File: config.mk
export PLATFORM = sky130hd
export DESIGN_NAME = instr_fetch
export DESIGN_NICKNAME = d
export VERILOG_FILES = /design/src/rtl/instr_fetch.sv
export SDC_FILE = /design/constraint.sdc
export NUM_CORES = 1
export LEC_CHECK = 0
export BUFFER_PORTS_ARGS = -buffer_cell sky130_fd_sc_hd__buf_4
export CORE_UTILIZATION = 45
export CTS_CLUSTER_DIAMETER = 30
export DETAILED_ROUTE_END_ITERATION = 8
export GPL_ROUTABILITY_DRIVEN = 0
export GPL_TIMING_DRIVEN = 0
export PLACE_DENSITY = 0.74
export SLEW_MARGIN = 20
export SYNTH_ARGS = -nofsm -noshare
export SYNTH_HDL_FRONTEND = slang
export SYNTH_SLANG_ARGS = --single-unit
export TNS_END_PERCENT = 10
File: constraint.sdc
create_clock -name Clk -period 2.5 [get_ports Clk]
set_input_delay 0.125 -clock Clk [delete_from_list [all_inputs] [get_ports Clk]]
set_output_delay 0.125 -clock Clk [all_outputs]
set_load 0.05 [all_outputs]
File: src/rtl/instr_fetch.sv
// instr_fetch: single-stage instruction fetch unit with a one-entry output
// register toward decode.
//
// Instruction memory is read asynchronously: Address is the registered PC and
// Instruction returns the word for it in the same cycle. Each load cycle
// captures that word into the output register and advances the PC by 4.
// A redirect from execute flushes the output register and reloads the PC,
// which gives a single bubble cycle. A word of all ones is a halt: it is
// delivered normally, then the unit stops fetching until reset.
//
// Optional feature macro: IFETCH_MISALIGN_CHECK_EN
//   defined   - a redirect whose target has nonzero low bits pulses
//               Fetch_error, flushes the output and halts with the PC unchanged.
//   undefined - the low two target bits are dropped and Fetch_error stays 0.
//
// Ports
//   Clk           in   clock, rising edge
//   Rst_n         in   synchronous active-low reset
//   Address       out  fetch address (current PC)
//   Instruction   in   memory read data for Address
//   Branch_taken  in   redirect request
//   Branch_target in   redirect address
//   Out_valid     out  Out_instr/Out_pc hold a fetched instruction
//   Out_ready     in   decode accepts the held instruction this cycle
//   Out_instr     out  fetched instruction word
//   Out_pc        out  address Out_instr came from
//   Halted        out  unit is in HALT
//   Fetch_error   out  one-cycle misaligned-redirect pulse
//
// States
//   state | meaning
//   FETCH | loading one word per cycle whenever the output slot is free
//   HALT  | halt word or misaligned redirect seen; no loads, redirects ignored

module instr_fetch #(
  parameter int                ADDR_W   = 32,
  parameter int                INSTR_W  = 32,
  parameter logic [ADDR_W-1:0] RESET_PC = '0
) (
  input  logic               Clk,
  input  logic               Rst_n,
  output logic [ADDR_W-1:0]  Address,
  input  logic [INSTR_W-1:0] Instruction,
  input  logic               Branch_taken,
  input  logic [ADDR_W-1:0]  Branch_target,
  output logic               Out_valid,
  input  logic               Out_ready,
  output logic [INSTR_W-1:0] Out_instr,
  output logic [ADDR_W-1:0]  Out_pc,
  output logic               Halted,
  output logic               Fetch_error
);

  typedef enum logic {
    FETCH = 1'b0,
    HALT  = 1'b1
  } state_t;

  state_t             state, state_nxt;
  logic [ADDR_W-1:0]  pc, pc_nxt;
  logic [ADDR_W-1:0]  out_pc_nxt;
  logic [INSTR_W-1:0] out_instr_nxt;
  logic               out_valid_nxt;
  logic               fetch_error_nxt;

  always_ff @(posedge Clk) begin
    if (!Rst_n) begin
      state       <= FETCH;
      pc          <= RESET_PC;
      Out_valid   <= 1'b0;
      Out_instr   <= '0;
      Out_pc      <= '0;
      Fetch_error <= 1'b0;
    end else begin
      state       <= state_nxt;
      pc          <= pc_nxt;
      Out_valid   <= out_valid_nxt;
      Out_instr   <= out_instr_nxt;
      Out_pc      <= out_pc_nxt;
      Fetch_error <= fetch_error_nxt;
    end
  end

  always_comb begin
    state_nxt       = state;
    pc_nxt          = pc;
    out_valid_nxt   = Out_valid;
    out_instr_nxt   = Out_instr;
    out_pc_nxt      = Out_pc;
    fetch_error_nxt = 1'b0;

    case (state)
      FETCH: begin
        if (Branch_taken) begin
          // Redirect wins over load and stall; the word on Instruction and
          // any held word are both dropped.
          out_valid_nxt = 1'b0;
`ifdef IFETCH_MISALIGN_CHECK_EN
          if (Branch_target[1:0] != 2'b00) begin
            fetch_error_nxt = 1'b1;
            state_nxt       = HALT;
          end else begin
            pc_nxt = Branch_target;
          end
`else
          pc_nxt = Branch_target & ~ADDR_W'(3);
`endif
        end else if (!Out_valid || Out_ready) begin
          out_instr_nxt = Instruction;
          out_pc_nxt    = pc;
          out_valid_nxt = 1'b1;
          // Halt word: PC stays parked on the halt address.
          if (&Instruction) state_nxt = HALT;
          else              pc_nxt    = pc + ADDR_W'(4);
        end
      end
      HALT: begin
        if (Out_valid && Out_ready) out_valid_nxt = 1'b0;
      end
      default: state_nxt = FETCH;
    endcase
  end

  assign Address = pc;
  assign Halted  = (state == HALT);

endmodule

After elaboration in Yosys (flattened, before gate mapping)
Index checks and enable logic that the tools add are counted. Widths: inputs -> output; s select.

Register bits after elaboration: 98. Bits in latches: 0. Bits in writable memories: 0. ROM bits: 0. Bits of input ports: 68. Output and inout bits: 99. Memories: 0.

Add/subtract/negate cells: 1. $mul: 0. Divide/modulo/power cells: 0. Magnitude comparators: 0. Eq/ne operators: 3. Shift-type cells: 0. Mux-type cells: 11. Bitwise logic cells: 2. Reduce and logical (&&, ||, !) cells: 8.

Operator list (number): $mux 32 (3); $add 32x3->32 const B (1); $reduce_and 32->1 (1); $mux 1 (7); $reduce_and 3->1 (2); $ne 3x3->1 const B (1); $ne 2x1->1 const B (1); $ne 2x2->1 const B (1); $not 1->1 (2); $pmux 1 s2 (1); $reduce_and 2->1 (1); $reduce_bool 2->1 (1); $logic_and 1x1->1 (1); $logic_not 1->1 (1); $logic_or 1x1->1 (1).

Logic depth before layout (Yosys ltp)
Gate-level depths: netlist of run 1.

Depth after elaboration: 5. Depth in mapped cells: 8.

Worst setup path before layout of run 1
Ideal clock, no wire load.

Path kind: register to register. Start point: register pc[2] (netlist: Address[2]). End point: register pc[20] (netlist: Address[20]). Setup time: 0.130 ns. Arrival: 2.258 ns. Data required time: 2.370 ns. Path slack: 0.112 ns. Cell stages (with the launch flop): 7. Buffers on the path: 0. Clock period less this slack: 2.388 ns. Path through: dfxtp_1 -> ha_1 -> nand3_2 -> or4_4 -> o21a_1 -> o311ai_1 -> o31ai_1.

Longest elaborated chain between the ends: 4.

Ends and longest elaborated chain: start: declaration (line 60) `logic [ADDR_W-1:0] pc, pc_nxt;`; start signal: assignment (line 76) `pc <= pc_nxt;`; $add 32x3->32 (line 114) `else pc_nxt = pc + ADDR_W'(4);`; $mux 32 (line 113) `if (&Instruction) state_nxt = HALT;`; $mux 32 (line 108) `end else if (!Out_valid || Out_ready) begin`; $mux 32 (line 94) `if (Branch_taken) begin`.

No other way between the ends. The select of a mux whose other input is x is not followed. A chain may end at the register's enable or synchronous reset.

Final worst setup path of run 1
Same ends and word-level chain as after synthesis.

==> results of run 1 <==
-- worst max-delay path, cell delays in order, from the launching register on --
cell and delay [ps]:
dfxtp_1 520, ha_1 290, nand3_2 190, or4_4 610, o21a_1 210, o311ai_1 240, o31ai_1 110
-- sequential cells by signal (all words and copies together), names as in the netlist --
register	flops
Out_instr	32
Out_pc	30
Out_valid	1
Halted	1
Address	30
-- kinds of logic (layout without fill, tap and decap cells) --
| logic type | after synthesis | in the layout | synth area share, % |
|---|---|---|---|
| simple gates | 244 | 244 | 26.41 |
| compound gates | 172 | 172 | 24.79 |
| buf+inv | 57 | 233 | 5.708 |
| other cells | 1 | 5 | 0.08512 |
| fa+ha+maj | 1 | 1 | 0.2840 |
| flops | 94 | 94 | 42.72 |
-- final cells by class --
class / instances / area [sq um]
Tap cell: 129 / 161.4
Timing Repair Buffer: 160 / 1204
Inverter: 4 / 15.01
Multi-Input combinational cell: 422 / 2292
Buffer: 53 / 236.5
Clock inverter: 5 / 35.03
Sequential cell: 94 / 1882
Clock buffer: 11 / 131.4
Fill cell: 898 / 3415
-- cells in the final DEF, fill, tap and decap left out, types with 4 or more instances in the layout --
cell type and count:
a21oi_1 89, buf_2 9, buf_1 4, and3_1 7
nand2_1 150, nor4_1 7, a31oi_1 11, nand4_1 13
buf_4 164, o21ai_0 4, dfxtp_1 94, o31ai_1 24
clkbuf_1 36, o311ai_0 17, nand3_1 6, nor3_1 11
nor2_1 24, o311ai_1 6, clkbuf_8 9, conb_1 5
-- worst max-delay path by stage --
stage                   to  cells past startpoint  slack, ps
2_1_floorplan  Address[20]                      6        110
3_3_place_gp   Address[20]                      6        260
3_5_place_dp   Address[20]                      6        260
4_1_cts        Address[20]                      6        240
5_1_grt        Address[18]                      6         30
6_report       Address[20]                      6        210
-- metrics by stage --
stage / setup slack (ps) / hold WS [ps]
after floorplan: 111.8 / 261.0
after global placement: 259.8 / 382.0
after detailed placement: 260.4 / 390.7
after CTS: 243.4 / 2.881
after global routing: 25.56 / 4.489
final: 209.3 / 7.066
-- metal layers --
layer	vias to the layer above	share of wire [%]	wire (microns)
met4	0	2.2	318
met2	270	47	6697
li1	2390	-	-
met1	2319	43	6161
met5	-	0	0
met3	35	8.0	1144
-- timing repair --
action                    in CTS  in global routing
setup buffers                  0                  0
hold buffers                   0                  1
hold endpoints to repair       0                  1
-- report_power, final --
part	leakage [nW]	internal, mW	switching, mW	total [mW]
sequential	0.771	1.58	0.0839	1.66
clock	0.0837	0.365	0.548	0.913
combinational	1.59	0.263	0.549	0.812
==> out/qor.txt, run 1 <==
# placed instances: 861
DR vias/cell: 5.711
RSZ-0062 raised after global routing: false
Final non-filler cell total: 878
Clock buffer depth: 2
R2R cell count: 6
Count leader, synth: nand2_1
Final instance area: 0.005957 sq mm
Vias in the first global route: 4525
Largest net degree at the start of global routing: 16
Crit Path Max Fanout: 9
Register area share after synthesis: 42.72%
Post-synth EDFFs: 0
Tot Pwr: 3.386 mW
Primary FF master, synth: dfxtp_1
Yosys warning count: 0
Clk sinks: 94
Root buffer cell: clkbuf_8
Share of async-settable or async-resettable flops after synthesis: 0%
Synth Cell Area: 0.004405 sq mm
Initial antenna violation count: 0
GRT met1 Usage: 36.82%
Number of I/O port buffers: 159
Die W: 100.9 microns
Hold depth: 3
Core area: 0.009371 sq mm
Clock Latency Late Sink: 360 ps
Synth cell count leaders: nand2_1 (150), dfxtp_1 (94), a21oi_1 (89)
Unique masters post-synth: 51
Synth top area share: 42.72%
Number of gates resized after cts: 0
Worst Path Arrival: 2530 ps
WHS Endpoint: Out_instr[0]
Number of nets in the layout: 813
Chip height: 100.9 microns
Pin slew with the least headroom to its limit: 686.9 ps
Worst hold path startpoint: Instruction[0]
Placed cell areas: 0.005776 sq mm
Grt met2 use: 44.36%
Final hold violations: 0
N_diodes: 0
Largest area contributor in the netlist: dfxtp_1
Clk_skew: 10.75 ps
Post-DP HPWL: 10470 microns
Final period util: 91.63%
RR Startpoint: Address[2]
Worst slew margin: 53.90%
Die area: 0.01019 sq mm
Initial drt markers: 428
Crit end category: flop
FMAX: 436.6 MHz
Num CTS Buffers: 9
Leak pwr: 2.445 nW
FF-to-FF End: Address[20]
Residual DRC: 0
Pwr per Cell Area: 568.3 mW/mm^2
Type of origin of the critical path: flop
CTS tree: built
Total Routed Length: 14320 microns
Tightest Hold Check Type: in2reg
Layout area overhead: 35.22%
DR vias: 5014
Synth area leaders: dfxtp_1 (43%), nand2_1 (13%), a21oi_1 (10%)
Worst-path clk slew: 100 ps
Initial core utilization: 47.01%
CP required: 2740 ps
#FFs+latches synth: 94
Max_cap viols: 0
First-pass GRT wire length: 22160 microns
Gr usage total: 27.54%
Synth Instances: 569
Utilization after layout: 63.56%
R2R setup slack: 210 ps
Setup CP Type: reg2reg
# H-tree levels: 3
Drt wl/cell: 16.31 microns
Row cnt: 35
Final setup fails: 0
Io pins: 167
Number of routed nets with antenna violations: 0
Final TNS setup: 0 ps
GR peak layer: met2
Final Max Slew Viols: 0
Launch point of the worst path: Address[2]
Share of layout cells above drive strength 1: 26.70%
Final min period: 2291 ps
Met3 usage: 3.745%
Status: finished clean
Worst VDD drop: 0.0003706 V
Grt total ovfl: 0
Pre-Repair DR Iteration Count: 6
Avg Cell Area, Syn: 7.742 sq um
Power figures use the tool's default switching activity.
==> run 2: changes to the inputs <==
--- a/config.mk
+++ b/config.mk
@@ -6,12 +6,12 @@
 export NUM_CORES = 1
 export LEC_CHECK = 0
 export BUFFER_PORTS_ARGS = -buffer_cell sky130_fd_sc_hd__buf_4
-export CORE_UTILIZATION = 45
+export CORE_UTILIZATION = 24
 export CTS_CLUSTER_DIAMETER = 30
+export CTS_CLUSTER_SIZE = 40
 export DETAILED_ROUTE_END_ITERATION = 8
 export GPL_ROUTABILITY_DRIVEN = 0
 export GPL_TIMING_DRIVEN = 0
-export PLACE_DENSITY = 0.74
 export SLEW_MARGIN = 20
 export SYNTH_ARGS = -nofsm -noshare
 export SYNTH_HDL_FRONTEND = slang
==> constraint.sdc (replaced) <==
create_clock -name Clk -period 3 [get_ports Clk]
set_input_delay 0.15 -clock Clk [delete_from_list [all_inputs] [get_ports Clk]]
set_output_delay 0.15 -clock Clk [all_outputs]
set_load 0.05 [all_outputs]
==> run 2 against run 1 <==
Combinational power down 16%. First-iteration DRC count fell by 12%. Register-to-register slack gained 480 ps. Core utilization shrank 29 points. Global-route usage shrank 10 points. Clock power increased by 49%. Maximum frequency shrank 1.0%. Hold slack improved by 35 ps. Total power is 1.3% higher. Clock skew shrank 4.7 ps. Critical path type unchanged. Largest cell class unchanged. Highest routed layer unchanged.
==> out/qor.txt, run 2 (same netlist as run 1, synthesis figures left out) <==
Row cnt: 49
Final Max Slew Viols: 0
Residual DRC: 0
# placed instances: 961
Tightest Hold Check Type: in2reg
Initial drt markers: 377
Type of origin of the critical path: flop
RSZ-0062 raised after global routing: false
Largest register FFs: 32
Pre-Repair DR Iteration Count: 5
Largest net degree at the start of global routing: 16
Drt wl/cell: 16.86 microns
Worst Path Arrival: 2540 ps
FMAX: 432.1 MHz
Pwr per Cell Area: 548.5 mW/mm^2
Clock buffer depth: 2
Die area: 0.01890 sq mm
Post-DP HPWL: 12010 microns
Final min period: 2314 ps
First-pass GRT wire length: 24600 microns
Total Routed Length: 16470 microns
Chip height: 137.5 microns
# H-tree levels: 3
Clock Latency Late Sink: 360 ps
Grt total ovfl: 0
CTS tree: built
Most frequent cells in the layout: buf_4 (164), nand2_1 (150), dfxtp_1 (94), a21oi_1 (89), clkbuf_1 (34)
Status: finished clean
Final hold violations: 0
Number of nets in the layout: 812
Number of gates resized after cts: 0
Clk_skew: 6.095 ps
Gr usage total: 17.40%
DR vias/cell: 4.981
Most common cell after layout, fill and taps aside: buf_4
Initial core utilization: 24.52%
Max_cap viols: 0
Share of layout cells above drive strength 1: 27.01%
CTS Hold Buffers Added: 0
Pin slew with the least headroom to its limit: 750.1 ps
Num CTS Buffers: 9
Setup CP Type: reg2reg
Reg with most FFs: Out_instr
DR vias: 4866
Core area: 0.01796 sq mm
N_diodes: 0
Die W: 137.5 microns
Worst-path clk slew: 70 ps
Vias in the first global route: 4354
Final period util: 77.14%
Io pins: 167
Final setup fails: 0
Worst VDD drop: 0.0002629 V
Crit end category: flop
Layout area overhead: 41.95%
Post-CTS Setup Bufs: 0
CP required: 3220 ps
Worst slew margin: 49.72%
Number of routed nets with antenna violations: 0
Number of I/O port buffers: 159
Crit Path Max Fanout: 9
Initial antenna violation count: 0
Clk sinks: 94
Final non-filler cell total: 977
Final TNS setup: 0 ps
Leak pwr: 2.530 nW
Root buffer cell: clkbuf_16
## run 2: power breakdown
part | internal, mW | leakage (nW) | total, mW | switching [mW]
clock network | 0.837 | 0.172 | 1.36 | 0.525
logic | 0.218 | 1.59 | 0.680 | 0.462
registers | 1.31 | 0.771 | 1.39 | 0.0729
## run 2: metal layers
metal	wire length, microns	up-vias	track usage, %
met5	0	-	0
met2	7548	182	26.30
met4	497	0	8.120
met1	7327	2262	23.21
met3	1098	30	4.047
li1	-	2392	-
## run 2: critical path: stages, from the launching register on
cell	delay, ps
dfxtp_1	510
ha_1	280
nand3_2	210
or4_4	620
o21a_1	200
o311ai_1	230
o31ai_1	120
## run 2: worst paths after layout
| check | startpoint | end | slack (ps) | depth (start not counted) |
|---|---|---|---|---|
| worst max-delay path | Address[2] | Address[20] | 690 | 6 |
| worst min-delay path | Instruction[12] | Out_instr[12] | 40 | 3 |
| worst max register to register | Address[2] | Address[20] | 690 | 6 |
| worst min register to register | Out_instr[30] | Out_instr[30] | 450 | 2 |
## run 2: layout make-up
cell class	count	area (sq um)
Buffer	53	236.5
Tap cell	229	286.5
Sequential cell	94	1882
Fill cell	1948	11710
Timing Repair Buffer	159	1194
Multi-Input combinational cell	422	2292
Inverter	4	15.01
Clock buffer	10	239.0
Clock inverter	6	108.9
## run 2: through the flow
step | worst slack [ps] | total power [mW] | hold WS [ps] | instance area [sq um] | util, %
final | 685.7 | 3.430 | 42.25 | 6254 | 34.81
after global routing | 485.6 | 3.579 | 34.55 | 6254 | 34.81
after CTS | 700.4 | 3.464 | 30.63 | 6254 | 34.81
after detailed placement | 733.1 | 2.097 | 416.6 | 5906 | 32.88
after global placement | 497.0 | 2.093 | 407.9 | 5901 | 32.85
after floorplan | 611.8 | 1.827 | 286.0 | 4420 | -
